## src/rtl/gamepad_reader_if.sv

```systemverilog
// Bundles the poll request, pad wires and decoded button outputs of the pad reader.
// Pure wiring; no storage and no added latency.
// No backpressure: i_poll is a fire-and-forget pulse, outputs are level/pulse only.
interface gamepad_reader_if #(
  parameter int NUM_BUTTONS = 8
);
  logic                   i_poll;
  logic                   i_pad_data;
  logic                   o_pad_latch;
  logic                   o_pad_clk;
  logic [NUM_BUTTONS-1:0] o_buttons;
  logic                   o_up;
  logic                   o_down;
  logic                   o_left;
  logic                   o_right;
  logic                   o_pause;
  logic                   o_restart;
  logic                   o_valid;
  logic                   o_busy;
  logic                   o_disconnected;

  // Reader side: consumes the poll request and pad data, drives everything else.
  modport master (
    input  i_poll, i_pad_data,
    output o_pad_latch, o_pad_clk, o_buttons, o_up, o_down, o_left, o_right,
           o_pause, o_restart, o_valid, o_busy, o_disconnected
  );

  // Game/pad side: issues polls, supplies pad data, observes the results.
  modport slave (
    output i_poll, i_pad_data,
    input  o_pad_latch, o_pad_clk, o_buttons, o_up, o_down, o_left, o_right,
           o_pause, o_restart, o_valid, o_busy, o_disconnected
  );
endinterface

```

## src/rtl/gamepad_reader.sv

```systemverilog
// Serial NES/SNES pad initiator: latches the pad, clocks out its bits, publishes active-high buttons.
// Latency: poll in cycle 0 -> latch in cycle 1 -> o_valid in cycle 1+CLK_DIV*(2*NUM_BUTTONS+1).
// No backpressure: polls arriving while busy are dropped, results are simply overwritten.
module gamepad_reader #(
  parameter int CLK_DIV     = 150,
  parameter int NUM_BUTTONS = 8
) (
  input  logic            clk,
  input  logic            rst,
  gamepad_reader_if.master bus
);

  localparam int CW = $clog2(2 * CLK_DIV);
  localparam int IW = $clog2(NUM_BUTTONS);

  localparam logic [CW-1:0] LATCH_LAST = CW'(2 * CLK_DIV - 1);
  localparam logic [CW-1:0] HALF_LAST  = CW'(CLK_DIV - 1);
  localparam logic [IW-1:0] IDX_LAST   = IW'(NUM_BUTTONS - 1);

  typedef enum logic [2:0] {
    S_IDLE,
    S_LATCH,
    S_HIGH,
    S_LOW,
    S_DONE
  } state_t;

  state_t                 state_q, state_d;
  logic [CW-1:0]          cnt_q, cnt_d;
  logic [IW-1:0]          idx_q, idx_d;
  logic [NUM_BUTTONS-1:0] shift_q, shift_d;
  logic [NUM_BUTTONS-1:0] buttons_q, buttons_d;
  logic                   disc_q, disc_d;
  logic                   valid_q;
  logic                   latch_q;
  logic                   pad_clk_q;
  logic                   sync1_q, sync2_q;

  // Two-flop synchronizer for the asynchronous pad data; idles high like an open line.
  always_ff @(posedge clk) begin
    if (rst) begin
      sync1_q <= 1'b1;
      sync2_q <= 1'b1;
    end else begin
      sync1_q <= bus.i_pad_data;
      sync2_q <= sync1_q;
    end
  end

  // Next-state logic: phase timing, bit sampling and result formation.
  always_comb begin
    state_d   = state_q;
    cnt_d     = cnt_q;
    idx_d     = idx_q;
    shift_d   = shift_q;
    buttons_d = buttons_q;
    disc_d    = disc_q;

    case (state_q)
      S_IDLE: begin
        if (bus.i_poll) begin
          state_d = S_LATCH;
          cnt_d   = '0;
        end
      end
      S_LATCH: begin
        if (cnt_q == LATCH_LAST) begin
          state_d = S_HIGH;
          cnt_d   = '0;
          idx_d   = '0;
        end else begin
          cnt_d = cnt_q + CW'(1);
        end
      end
      S_HIGH: begin
        if (cnt_q == HALF_LAST) begin
          // Sample at the end of the high phase, as far from the pad's data change as possible.
          cnt_d          = '0;
          shift_d[idx_q] = sync2_q;
          state_d        = (idx_q == IDX_LAST) ? S_DONE : S_LOW;
        end else begin
          cnt_d = cnt_q + CW'(1);
        end
      end
      S_LOW: begin
        if (cnt_q == HALF_LAST) begin
          cnt_d   = '0;
          idx_d   = idx_q + IW'(1);
          state_d = S_HIGH;
        end else begin
          cnt_d = cnt_q + CW'(1);
        end
      end
      S_DONE: begin
        state_d = S_IDLE;
      end
      default: begin
        state_d = S_IDLE;
      end
    endcase

    // Results are loaded on entry to DONE so they appear together with o_valid.
    if (state_q == S_HIGH && state_d == S_DONE) begin
      if (&shift_d) begin
        buttons_d = '0;
        disc_d    = 1'b1;
      end else begin
        buttons_d = ~shift_d;
        disc_d    = 1'b0;
      end
    end
  end

  // State and output registers; pad strobes decode from next state so the pins are flop-driven.
  always_ff @(posedge clk) begin
    if (rst) begin
      state_q   <= S_IDLE;
      cnt_q     <= '0;
      idx_q     <= '0;
      shift_q   <= '0;
      buttons_q <= '0;
      disc_q    <= 1'b0;
      valid_q   <= 1'b0;
      latch_q   <= 1'b0;
      pad_clk_q <= 1'b1;
    end else begin
      state_q   <= state_d;
      cnt_q     <= cnt_d;
      idx_q     <= idx_d;
      shift_q   <= shift_d;
      buttons_q <= buttons_d;
      disc_q    <= disc_d;
      valid_q   <= (state_d == S_DONE);
      latch_q   <= (state_d == S_LATCH);
      pad_clk_q <= (state_d != S_LOW);
    end
  end

  assign bus.o_pad_latch    = latch_q;
  assign bus.o_pad_clk      = pad_clk_q;
  assign bus.o_buttons      = buttons_q;
  assign bus.o_up           = buttons_q[4];
  assign bus.o_down         = buttons_q[5];
  assign bus.o_left         = buttons_q[6];
  assign bus.o_right        = buttons_q[7];
  assign bus.o_pause        = buttons_q[3];
  assign bus.o_restart      = buttons_q[2];
  assign bus.o_valid        = valid_q;
  assign bus.o_busy         = (state_q != S_IDLE);
  assign bus.o_disconnected = disc_q;

endmodule

```

## src/flat_wrapper.sv

```systemverilog
// flat-port wrapper written by rule: the top's interface ports become plain ports
module gamepad_reader_flat 
#(
  parameter int CLK_DIV     = 150,
  parameter int NUM_BUTTONS = 8
)
  (clk, rst, bus_i_poll, bus_i_pad_data, bus_o_pad_latch, bus_o_pad_clk, bus_o_buttons, bus_o_up, bus_o_down, bus_o_left, bus_o_right, bus_o_pause, bus_o_restart, bus_o_valid, bus_o_busy, bus_o_disconnected);
  gamepad_reader_if #(.NUM_BUTTONS(NUM_BUTTONS)) bus_i ();
  input  logic clk;
  input  logic rst;
  input wire logic [$bits(bus_i.i_poll)-1:0] bus_i_poll;
  input wire logic [$bits(bus_i.i_pad_data)-1:0] bus_i_pad_data;
  output wire logic [$bits(bus_i.o_pad_latch)-1:0] bus_o_pad_latch;
  output wire logic [$bits(bus_i.o_pad_clk)-1:0] bus_o_pad_clk;
  output wire logic [$bits(bus_i.o_buttons)-1:0] bus_o_buttons;
  output wire logic [$bits(bus_i.o_up)-1:0] bus_o_up;
  output wire logic [$bits(bus_i.o_down)-1:0] bus_o_down;
  output wire logic [$bits(bus_i.o_left)-1:0] bus_o_left;
  output wire logic [$bits(bus_i.o_right)-1:0] bus_o_right;
  output wire logic [$bits(bus_i.o_pause)-1:0] bus_o_pause;
  output wire logic [$bits(bus_i.o_restart)-1:0] bus_o_restart;
  output wire logic [$bits(bus_i.o_valid)-1:0] bus_o_valid;
  output wire logic [$bits(bus_i.o_busy)-1:0] bus_o_busy;
  output wire logic [$bits(bus_i.o_disconnected)-1:0] bus_o_disconnected;
  assign bus_i.i_poll = bus_i_poll;
  assign bus_i.i_pad_data = bus_i_pad_data;
  assign bus_o_pad_latch = bus_i.o_pad_latch;
  assign bus_o_pad_clk = bus_i.o_pad_clk;
  assign bus_o_buttons = bus_i.o_buttons;
  assign bus_o_up = bus_i.o_up;
  assign bus_o_down = bus_i.o_down;
  assign bus_o_left = bus_i.o_left;
  assign bus_o_right = bus_i.o_right;
  assign bus_o_pause = bus_i.o_pause;
  assign bus_o_restart = bus_i.o_restart;
  assign bus_o_valid = bus_i.o_valid;
  assign bus_o_busy = bus_i.o_busy;
  assign bus_o_disconnected = bus_i.o_disconnected;
  gamepad_reader #(.CLK_DIV(CLK_DIV), .NUM_BUTTONS(NUM_BUTTONS)) u_core (.clk(clk), .rst(rst), .bus(bus_i));
endmodule
```

## config.mk

```make
export PLATFORM = sky130hd
export DESIGN_NAME = gamepad_reader_flat
export DESIGN_NICKNAME = d
export VERILOG_FILES = /design/src/rtl/gamepad_reader_if.sv /design/src/rtl/gamepad_reader.sv /design/src/flat_wrapper.sv
export SDC_FILE = /design/constraint.sdc
export NUM_CORES = 1
export LEC_CHECK = 0
export CORE_UTILIZATION = 45
export CTS_BUF_LIST = sky130_fd_sc_hd__clkbuf_16
export CTS_CLUSTER_DIAMETER = 60
export DETAILED_ROUTE_END_ITERATION = 8
export DONT_BUFFER_PORTS = 1
export PLACE_DENSITY = 0.59
export SKIP_CTS_REPAIR_TIMING = 1
export SLEW_MARGIN = 25
export SYNTH_ARGS = -nofsm -noshare
export SYNTH_HDL_FRONTEND = slang
export SYNTH_SLANG_ARGS = --single-unit
```

## constraint.sdc

```tcl
create_clock -name clk -period 2.6 [get_ports clk]
set_input_delay 0.52 -clock clk [delete_from_list [all_inputs] [get_ports clk]]
set_output_delay 0.52 -clock clk [all_outputs]
set_load 0.01 [all_outputs]
```

# Yosys cells after proc, flatten, opt, wreduce, memory -nomap -nowiden
# Cells that the tools add are included.
dict set report op_classes {
  addsub 2
  multipliers 0
  n_div 0
  order_cmp 2
  eq_ne 12
  n_shift 0
  muxes 20
  bitwise_logic 1
  n_reduce_logical 10
}
# cell n
set op_table {}
lappend op_table {{two-way mux 9 bit} 3}
lappend op_table {{case mux 9 bit (3 select lines)} 1}
lappend op_table {{two-way mux 8 bit} 3}
lappend op_table {{two-way mux 3 bit} 7}
lappend op_table {{case mux 3 bit (4 select lines)} 1}
lappend op_table {{adder 9 x 1 -> 9 bit, second input constant} 1}
lappend op_table {{== test 9 x 8 -> 1 bit, second input constant} 1}
lappend op_table {{== test 9 bit, second input constant} 1}
lappend op_table {{bitwise mux 8 bit} 1}
lappend op_table {{NOT 8 bit} 1}
lappend op_table {{AND reduction 8 bit} 1}
lappend op_table {{== test 3 x 1 -> 1 bit, second input constant} 2}
lappend op_table {{== test 3 x 2 -> 1 bit, second input constant} 2}
lappend op_table {{== test 3 bit, second input constant} 2}
lappend op_table {{case mux 3 bit (2 select lines)} 1}
lappend op_table {{nonzero test 3 bit} 2}
lappend op_table {{less-than comparator 3 x 4 -> 1 bit, second input constant} 1}
lappend op_table {{inequality test 2 x 1 -> 1 bit, second input constant} 2}
lappend op_table {{adder 3 x 1 -> 3 bit, second input constant} 1}
lappend op_table {{demux 1 bit (select 3 bit)} 1}
lappend op_table {{>= comparator 3 x 1 -> 1 bit, second input constant} 1}
lappend op_table {{logical NOT 3 bit} 1}
lappend op_table {{inequality test 3 x 2 -> 1 bit, second input constant} 1}
lappend op_table {{AND reduction 3 bit} 1}
lappend op_table {{6 further kinds} 8}
dict set report word_totals {
  reg_bits 37
  latchBits 0
  mem_bits_rw 0
  rom_bits 0
  wordCells 58
  n_memories 0
}

# Logic depth before layout (Yosys ltp)
# Gate-level depths: netlist of run 1.
dict set report depth {
  word_depth 9
  mapped_depth 8
  ltp_nobuf 7
}

# Worst setup path before layout of run 1
# No wires, ideal clock.
dict set report synth_timing {
  path_type {register -> register}
  startpoint {register u_core.cnt_q[0]}
  endpoint {register u_core.idx_q[2]}
  setup_ps 128
  arrival_time_ps 1662
  required_time_ps 2472
  path_slack_ps 811
  stages_incl_launch_ff 7
  n_path_buf 0
  path_cell_list {dfxtp_1 ha_1 nor4bb_1 a21oi_1 nor4_4 mux2i_1 nor2_1}
}
dict set report synth_via {
  elab_chain_len 3
  elab_cells_between_ends 5
  classes_between {4 x eq/ne; 1 x reduce/logical}
}
# item line
set synth_lines {}
lappend synth_lines {{from (decl)} gamepad_reader.sv:29} ;# logic [CW-1:0] cnt_q, cnt_d;
lappend synth_lines {{from (signal assigned)} gamepad_reader.sv:128} ;# cnt_q <= cnt_d;
lappend synth_lines {{== test 9 x 8 -> 1 bit / == test 9 bit (equally long branches)} {gamepad_reader.sv:86, gamepad_reader.sv:67}}
lappend synth_lines {{inequality test 2 x 1 -> 1 bit (no source line)} -}
lappend synth_lines {{AND reduction 3 bit (no source line) *} -}
lappend synth_lines {{to (signal assigned)} gamepad_reader.sv:129} ;# idx_q <= idx_d;
lappend synth_lines {{to (decl)} gamepad_reader.sv:30} ;# logic [IW-1:0] idx_q, idx_d;
# Every way passes the cells marked *; elsewhere a longest branch is shown, timed or not.
# A chain may end at the register's enable or synchronous reset.

# Final worst setup path of run 1
dict set report layout_timing {
  startpoint {register u_core.state_q[1]}
  endpoint {register u_core.disc_q, in the netlist u_core.bus.o_disconnected}
}
dict set report layout_via {
  elab_chain_len 4
  elab_cells_between_ends 14
  classes_between {4 x eq/ne; 7 x mux; 3 x reduce/logical}
}
# item line
set layout_lines {}
lappend layout_lines {{from (decl)} gamepad_reader.sv:28} ;# state_t state_q, state_d;
lappend layout_lines {{from (signal assigned)} gamepad_reader.sv:127} ;# state_q <= state_d;
lappend layout_lines {{== test 3 x 2 -> 1 bit, or another cell as far along} gamepad_reader.sv:59} ;# case (state_q)
lappend layout_lines {{case mux 3 bit (4 select lines) / two-way mux 8 bit (equally long branches)} gamepad_reader.sv:59}
lappend layout_lines {{== test 3 bit / AND reduction 8 bit (equally long branches)} {gamepad_reader.sv:103, gamepad_reader.sv:104}}
lappend layout_lines {{logical AND 1 bit / two-way mux 1 bit (equally long branches)} {gamepad_reader.sv:103, gamepad_reader.sv:104}}
lappend layout_lines {{to (signal assigned)} gamepad_reader.sv:132} ;# disc_q <= disc_d;
lappend layout_lines {{to (decl)} gamepad_reader.sv:33} ;# logic disc_q, disc_d;
# Parallel ways exist; a longest one is shown, timed or not.

==> results of run 1 <==
-- where the power goes --
part           switching (mW)  internal (mW)  total [mW]
sequential            0.00903          0.574       0.583
clock                   0.216          0.351       0.567
combinational          0.0179         0.0136      0.0314
total                   0.243          0.938        1.18
-- state kept, by name, summed over array words and instances (netlist names) --
register                   cells
u_core.cnt_q                   9
u_core.bus.o_buttons           8
u_core.shift_q                 8
u_core.idx_q                   3
u_core.state_q                 3
u_core.bus.o_disconnected      1
u_core.bus.o_pad_clk           1
u_core.bus.o_pad_latch         1
u_core.bus.o_valid             1
u_core.sync1_q                 1
u_core.sync2_q                 1
-- critical path, cell delays in order, from the launching register on --
cell     delay [ns]
dfxtp_1        0.50
nor3b_2        0.46
nand4_1        0.19
mux2i_1        0.20
nor4b_1        0.43
a31o_1         0.20
-- area by class of cell --
cell class	count	area (um2)	area share (%)
Timing Repair Buffer	2	15.0	0.740
Inverter	6	22.5	1.11
Sequential cell	37	741	36.5
Multi-Input combinational cell	148	1050	51.5
Clock inverter	3	17.5	0.863
Clock buffer	5	125	6.17
Tap cell	50	62.6	3.08
-- worst max-delay path by stage --
stage | startpoint | endpoint | slack (ns) | cells after the start
2_1_floorplan | u_core.cnt_q[0] | u_core.idx_q[2] | 0.81 | 6
3_3_place_gp | u_core.state_q[1] | u_core.bus.o_disconnected | 0.61 | 5
3_5_place_dp | u_core.cnt_q[0] | u_core.idx_q[1] | 0.59 | 6
4_1_cts | u_core.cnt_q[0] | u_core.idx_q[1] | 0.56 | 6
5_1_grt | u_core.cnt_q[0] | u_core.idx_q[1] | 0.39 | 6
6_report | u_core.state_q[1] | u_core.bus.o_disconnected | 0.55 | 5
-- logic make-up (layout without fill, tap and decap cells) --
kind of cell / count (synthesis) / count (layout) / share of synthesized area (%)
flops: 37 / 37 / 38.5
simple gates: 98 / 98 / 31.6
xor+xnor: 6 / 6 / 2.73
buf+inv: 25 / 16 / 7.09
fa+ha+maj: 4 / 4 / 2.60
compound gates: 27 / 27 / 10.7
mux: 13 / 13 / 6.77
-- layer usage --
layer / vias to the layer above / part of all wire, % / global-route usage (%)
met5: - / 0 / 0
met4: 0 / 0.72 / 5.05
met3: 4 / 5.5 / 5.07
met2: 45 / 44 / 27.0
met1: 682 / 50 / 28.1
li1: 725 / - / -
-- cells in the final DEF, fill, tap and decap left out, drive strengths merged, types with 3 or more instances in the layout --
cell type  instances
a211oi             3
a21boi             3
a21oi              8
and2               4
and3               3
and3b              5
and4bb             3
clkbuf             5
clkinv             3
dfxtp             37
ha                 4
inv                6
mux2i             13
nand2             11
nand3              7
nand4             11
nor2              26
nor2b              3
nor3               5
nor3b              4
or2                3
xor2               6
-- synthesized netlist by cell type (all sizes together) --
cell | count | share of area, %
a21boi | 3 | 1.8
nor2 | 26 | 5.1
nand3 | 7 | 1.8
nor3 | 5 | 1.9
o21ai | 1 | 0.46
a211oi | 3 | 1.2
nor4b | 2 | 1.2
and4bb | 3 | 2.0
nand4bb | 2 | 1.2
and3 | 3 | 0.98
a2bb2oi | 1 | 0.46
xor2 | 6 | 2.7
clkbuf | 7 | 1.4
mux2i | 13 | 6.8
or3b | 1 | 0.59
nand2 | 11 | 2.1
a32oi | 1 | 0.46
o22a | 2 | 0.91
a22o | 1 | 0.46
nand3b | 2 | 0.78
o211ai | 1 | 0.39
inv | 6 | 1.2
and4 | 1 | 0.46
dfxtp | 37 | 39
nor2b | 3 | 0.98
or3 | 2 | 0.65
a22oi | 1 | 0.39
o2111ai | 1 | 0.46
a21oi | 8 | 2.1
a21o | 1 | 0.39
or2 | 3 | 0.98
a221o | 1 | 0.52
buf | 12 | 4.6
a31oi | 1 | 0.33
nor4 | 2 | 1.4
ha | 4 | 2.6
and3b | 5 | 2.3
nor3b | 4 | 1.8
nor4bb | 1 | 0.52
a31o | 1 | 0.46
nand4 | 11 | 3.6
and2 | 4 | 1.3
-- per-stage QoR --
step           instance area (um2)  total power, mW
5_1_grt                       2030             1.22
4_1_cts                       2030             1.20
3_5_place_dp                  1890            0.626
6_report                      2030             1.18
3_3_place_gp                  1890            0.624
2_1_floorplan                 1920            0.623
==> impl_metrics.ini, run 1 <==
[detailed_routing]
detail-route-antenna-nets = 0
drt-initial-drc-count = 116
avgRoutedWirePerCell_um = 15.6
vias = 1456
post_drt_via_cell_ratio = 5.80
dr.pass1.iters = 4
drt_wl_total_um = 3910
route.detailed.drc = 0

[timing]
fin_setup_tns_ns = 0
worstMarginPinSlew_ns = 0.522
drv_slew = 0
fin_ws_ns = 0.552
clock_skew_ns = 0.00483
rsz0062_at_grt = no
final.period_utilization_pct = 78.8
setup_violations = 0
hold_viol_final = 0
clock.fmax_ghz = 0.488
holdWs_ns = 0.312
min_period_ns = 2.05
max_slew_margin_pct = 65.1

[finish]
num_antenna_cells = 0
finalNonFillerCells = 251
nNetsFinal = 208
num-fill-cells = 399
layout-drive-gt1-share_pct = 10.9
areaGrowthSynthToFinish_pct = 5.53
finish.utilization_pct = 50.0

[hold_path]
hold_end = u_core.bus.o_buttons[6]
worstHoldStart = rst
worstHoldPathCells = 1
hold_path_class = input port to register

[placement]
dp.cells = 243
dp_hpwl_um = 2770
io_buffers = 0
globalplace.congestion = 0.834
place_ws_ns = 0.585

[grt]
grt_overflow = 0
grt_pass1_wl_um = 6520
track_usage_pct = 19.1
grt_max_degree = 31
grt_pass1_vias = 1338
antenna_found_initial = 0

[cts]
cts_sinks = 37
ctsLongestPathBuffers = 2
numCtsBuffers = 5
cts_tree = built
clkLatencyLatePin_ns = 0.27
clock-root-buffer = clkbuf_16
cts_max_level = 2
clk_pin_slew_worst_paths_ns = 0.06

[power]
leakage_nw = 0.775
ir_drop_mv = 0.393
power_density_nw_per_um2 = 582

[critical_path]
setup.worst_path.end_class = register
ff2ff_path_depth = 5
startpoint_type = register
path_max_fanout = 11
crit_type = register to register
reg2reg_to = u_core.bus.o_disconnected
rr_startpoint = u_core.state_q[1]
crit_required_ns = 2.81
arrival_ns = 2.26
rrSetupSlack_ns = 0.55

[floorplanning]
core_area_um2 = 4060
row_count = 23
io_pins = 23
initial_core_util_pct = 47.4
die_x_um = 67.4
die_h_um = 67.4
die_area_um2 = 4540

[logic_synthesis]
syn_area_per_cell_um2 = 9.16
synth_cells = 210
yosysWarnings = 0
synthesis.area_um2 = 1920
synth_seq_cells = 37
syn-num-nets = 218
ys_types = 49
ys_seq_area_share_pct = 38.5

[outcome]
status = completed

[job]
maxCapViolCount = 0
Power figures use the tool's default switching activity.
==> run 2, diff against run 1 <==
clock period = 2 ns   (was 2.6 ns; I/O delays follow)
==> run 2 against run 1 <==
Hold slack got worse by 0.13 ns; final cell count increased by 3.6%; setup slack worse by 0.44 ns; wire length rose by 7.0%; final area rose by 5.6%; flip-flop and latch count did not move; critical endpoint is now u_core.bus.o_buttons[6]; largest cell class unchanged; largest power group is now clock.
==> impl_metrics.ini, run 2 (synthesized netlist as in run 1, its figures left out) <==
[finish]
nNetsFinal = 217
top_register = u_core.cnt_q
layout_commonest_cell = dfxtp_1
layout-drive-gt1-share_pct = 16.7
num-fill-cells = 370
regArea_um2 = 741
multi_input_area_um2 = 1060
largest_reg_flops = 9
final_cell_mix = 37 x dfxtp_1, 25 x nor2_1, 13 x mux2i_1
num_antenna_cells = 0
finish.instance_area_um2 = 2140
areaGrowthSynthToFinish_pct = 11.5

[critical_path]
setup.worst_path.end_class = register
arrival_ns = 2.10
path_max_fanout = 5
startpoint_type = register
critical_path_buf_inv_count = 0
max_stage_delay_ns = 0.49
crit_family = simple AND/OR/NAND/NOR gates
cp_cell_sequence = ha_1 -> nand4bb_1 -> nor4_1 -> mux2i_1 -> nand3_1 -> a21oi_1
cpMaxStageDelayCell = nor4_1
crit_type = register to register
crit_required_ns = 2.21

[placement]
placed_area_um2 = 1950
dp_hpwl_um = 2910
globalplace.congestion = 0.844
io_buffers = 0

[detailed_routing]
avgRoutedWirePerCell_um = 16.1
detail-route-antenna-nets = 0
post_drt_via_cell_ratio = 5.77
vias = 1500
dr.pass1.iters = 4
drt_wl_total_um = 4180
drt-initial-drc-count = 100
route.detailed.drc = 0

[floorplanning]
io_pins = 23
row_count = 23
die_h_um = 67.4
die_x_um = 67.4
initial_core_util_pct = 47.4
die_area_um2 = 4540
core_area_um2 = 4060

[hold_path]
hold_path_class = input port to register

[job]
maxCapViolCount = 0

[cts]
cts_tree = built
clk_pin_slew_worst_paths_ns = 0.06
cts_max_level = 2
clock-root-buffer = clkbuf_16
cts_sinks = 37
clkLatencyLatePin_ns = 0.28
numCtsBuffers = 5
ctsLongestPathBuffers = 2

[timing]
min_period_ns = 1.89
hold_viol_final = 0
fin_setup_tns_ns = 0
clock_skew_ns = 0.00801
holdWs_ns = 0.184
setup_violations = 0
max_slew_margin_pct = 63.1
rsz0062_at_grt = no
final.period_utilization_pct = 94.3
clock.fmax_ghz = 0.530
worstMarginPinSlew_ns = 0.551
drv_slew = 0

[power]
leakage_nw = 0.834
p_clk_share_pct = 52.8
comb_power_share_pct = 2.5
p_int_mw = 1.35
power_density_nw_per_um2 = 789
switching_share_pct = 20.0
total_power_mw = 1.69
p_seq_share_pct = 44.7
switchingPower_mw = 0.339
ir_drop_mv = 0.482

[grt]
grt_pass1_vias = 1397
grt_overflow = 0
grt_pass1_wl_um = 6780
antenna_found_initial = 0
track_usage_pct = 20.7
grt_max_degree = 31

[outcome]
status = completed
==> run 2: cell types whose count changed in the layout (fill, tap and decap cells not counted), sizes merged <==
| cell | delta |
|---|---|
| clkinv | -2 |
| bufinv | +1 |
| buf | +9 |
| clkinvlp | +1 |
==> run 2: path summary, 6_finish.rpt <==
| check | end | slack [ns] | depth (start not counted) | startpoint |
|---|---|---|---|---|
| worst max register to register | u_core.bus.o_buttons[6] | 0.11 | 6 | u_core.cnt_q[0] |
| worst min-delay path | u_core.bus.o_buttons[5] | 0.18 | 1 | rst |
| worst min register to register | u_core.sync2_q | 0.42 | 1 | u_core.sync1_q |
| worst max-delay path | u_core.bus.o_buttons[6] | 0.11 | 6 | u_core.cnt_q[0] |
==> run 2: metal layers <==
layer	track usage, %	vias to the layer above	wire length [um]
li1	-	743	-
met4	10.4	0	47
met2	30.8	39	1910
met3	6.25	4	231
met5	0	-	0
met1	26.9	714	1990
==> run 2: final cells by class <==
| type | instances | share of cell area (%) |
|---|---|---|
| clock buffer | 5 | 5.84 |
| clock inverter | 3 | 2.16 |
| inverter | 6 | 1.05 |
| multi-input combinational | 148 | 49.6 |
| sequential | 37 | 34.6 |
| tap | 50 | 2.92 |
| timing repair buffer | 11 | 3.85 |
==> run 2: metrics by stage <==
step	setup WS, ns	cells	utilization [%]
2_1_floorplan	0.211	210	-
3_3_place_gp	0.159	252	48.2
3_5_place_dp	0.137	252	48.2
4_1_cts	0.0189	260	52.4
5_1_grt	0.000157	260	52.8
6_report	0.113	260	52.8
==> run 2: power groups by stage <==
stage	clock, mW	combinational [mW]	sequential (mW)
floorplan	0	0.0415	0.769
global placement	0	0.0395	0.772
detailed placement	0	0.0401	0.773
CTS	0.917	0.0406	0.756
global route	0.959	0.0480	0.758
finish	0.893	0.0422	0.757
==> run 3, diff against run 2 <==
CTS_BUF_LIST = sky130_fd_sc_hd__clkbuf_4 sky130_fd_sc_hd__clkbuf_8   (was sky130_fd_sc_hd__clkbuf_16)
==> run 3 against run 2 <==
Via count increased by 0.13%; fmax decreased by 0.24%; power decreased by 14%; register-to-register slack about the same; utilization decreased by 1.5 points; setup slack got worse by 0.0046 ns; combinational power about the same; final area decreased by 2.9%; first-iteration DRC count increased by 40%; die area unchanged; critical path type unchanged; largest cell class unchanged; largest power group is now sequential cells.
==> impl_metrics.ini, run 3 (synthesized netlist as in run 1, its figures left out) <==
[outcome]
status = completed

[hold_path]
hold_end = u_core.bus.o_buttons[7]
worstHoldStart = rst
worstHoldPathCells = 1
hold_path_class = input port to register

[grt]
grt_overflow = 0
grt_max_degree = 31
antenna_found_initial = 0
track_usage_pct = 20.4
grt_pass1_vias = 1396
grt_pass1_wl_um = 6780

[timing]
max_slew_margin_pct = 63.5
hold_viol_final = 0
setup_violations = 0
clock.fmax_ghz = 0.529
min_period_ns = 1.89
final.period_utilization_pct = 94.6
clock_skew_ns = 0.0134
drv_slew = 0
worstMarginPinSlew_ns = 0.545

[cts]
clk_pin_slew_worst_paths_ns = 0.08
cts_sinks = 37
cts_max_level = 2
numCtsBuffers = 5
clock-root-buffer = clkbuf_8
cts_tree = built
ctsLongestPathBuffers = 2
clkLatencyLatePin_ns = 0.30

[power]
switchingPower_mw = 0.315
ir_drop_mv = 0.379
power_density_nw_per_um2 = 697
leakage_nw = 0.808
total_power_mw = 1.45
comb_power_share_pct = 2.9
switching_share_pct = 21.7
p_clk_share_pct = 45.0
p_int_mw = 1.14
p_seq_share_pct = 52.1

[critical_path]
cp-startpoint = u_core.cnt_q[0]
startpoint_type = register
rr_startpoint = u_core.cnt_q[0]
rrSetupSlack_ns = 0.11
reg2reg_to = u_core.bus.o_buttons[6]
path_max_fanout = 5
crit_required_ns = 2.23
setup.worst_path.end_class = register
ff2ff_path_depth = 6
crit_type = register to register
arrival_ns = 2.12

[detailed_routing]
post_drt_via_cell_ratio = 5.78
drt-initial-drc-count = 140
drt_wl_total_um = 4140
route.detailed.drc = 0
avgRoutedWirePerCell_um = 15.9
vias = 1502
dr.pass1.iters = 4
detail-route-antenna-nets = 0

[floorplanning]
die_x_um = 67.4
die_area_um2 = 4540
initial_core_util_pct = 47.4
row_count = 23
die_h_um = 67.4
core_area_um2 = 4060
io_pins = 23

[finish]
top_register = u_core.cnt_q
regArea_um2 = 741
largest_reg_flops = 9
num-fill-cells = 379
final_cell_mix = 37 x dfxtp_1, 25 x nor2_1, 13 x mux2i_1
num_antenna_cells = 0
finish.utilization_pct = 51.3
layout_commonest_cell = dfxtp_1
areaGrowthSynthToFinish_pct = 8.20
nNetsFinal = 217
layout-drive-gt1-share_pct = 16.2
multi_input_area_um2 = 1060

[placement]
io_buffers = 0
dp_hpwl_um = 2910
globalplace.congestion = 0.844

[job]
maxCapViolCount = 0
-- run 3: cell counts in the layout (fill, tap and decap cells not counted) --
No cell type changed its count.
-- run 3: power by group through the flow --
stage / logic, mW / clock network, mW / registers (mW)
after floorplan: 0.0415 / 0 / 0.769
after global placement: 0.0395 / 0 / 0.772
after detailed placement: 0.0401 / 0 / 0.773
after CTS: 0.0406 / 0.674 / 0.755
after global routing: 0.0480 / 0.712 / 0.757
final: 0.0421 / 0.653 / 0.756
-- run 3: how the worst max path moves through the flow --
stage                                    endpoint  slack, ns
after global placement            u_core.cnt_q[7]       0.16
after floorplan                   u_core.idx_q[2]       0.21
after global routing      u_core.bus.o_buttons[6]     -0.008
after CTS                         u_core.cnt_q[7]       0.11
after detailed placement          u_core.cnt_q[7]       0.14
final                     u_core.bus.o_buttons[6]       0.11
-- run 3: critical path, stage by stage (launching register included) --
cell	delay, ns
dfxtp_1	0.41
ha_1	0.21
nand4bb_1	0.20
nor4_1	0.48
mux2i_1	0.29
nand3_1	0.11
a21oi_1	0.13
-- run 3: per-stage QoR --
| stage | cells | setup TNS [ns] | hold slack, ns | setup WS [ns] | area, um2 |
|---|---|---|---|---|---|
| floorplan | 210 | 0 | 0.389 | 0.211 | 1920 |
| global placement | 252 | 0 | 0.415 | 0.159 | 1950 |
| detailed placement | 252 | 0 | 0.413 | 0.137 | 1950 |
| CTS | 260 | 0 | 0.156 | 0.112 | 2070 |
| global route | 260 | -0.00928 | 0.149 | -0.00850 | 2080 |
| finish | 260 | 0 | 0.167 | 0.108 | 2080 |
-- run 3: cell type report --
class | instances | share of cell area [%]
multi-input cells | 148 | 50.8
flip-flops and latches | 37 | 35.6
repair buffers | 11 | 3.97
clock buffers | 5 | 3.31
well taps | 50 | 3.01
clock inverters | 3 | 2.22
inverters | 6 | 1.08
-- run 3: metal layers --
metal	track usage (%)	up-vias	share of wire, %
li1	-	739	-
met1	27.0	715	49
met2	29.9	36	44
met3	6.08	12	4.8
met4	9.84	0	2.6
met5	0	-	0
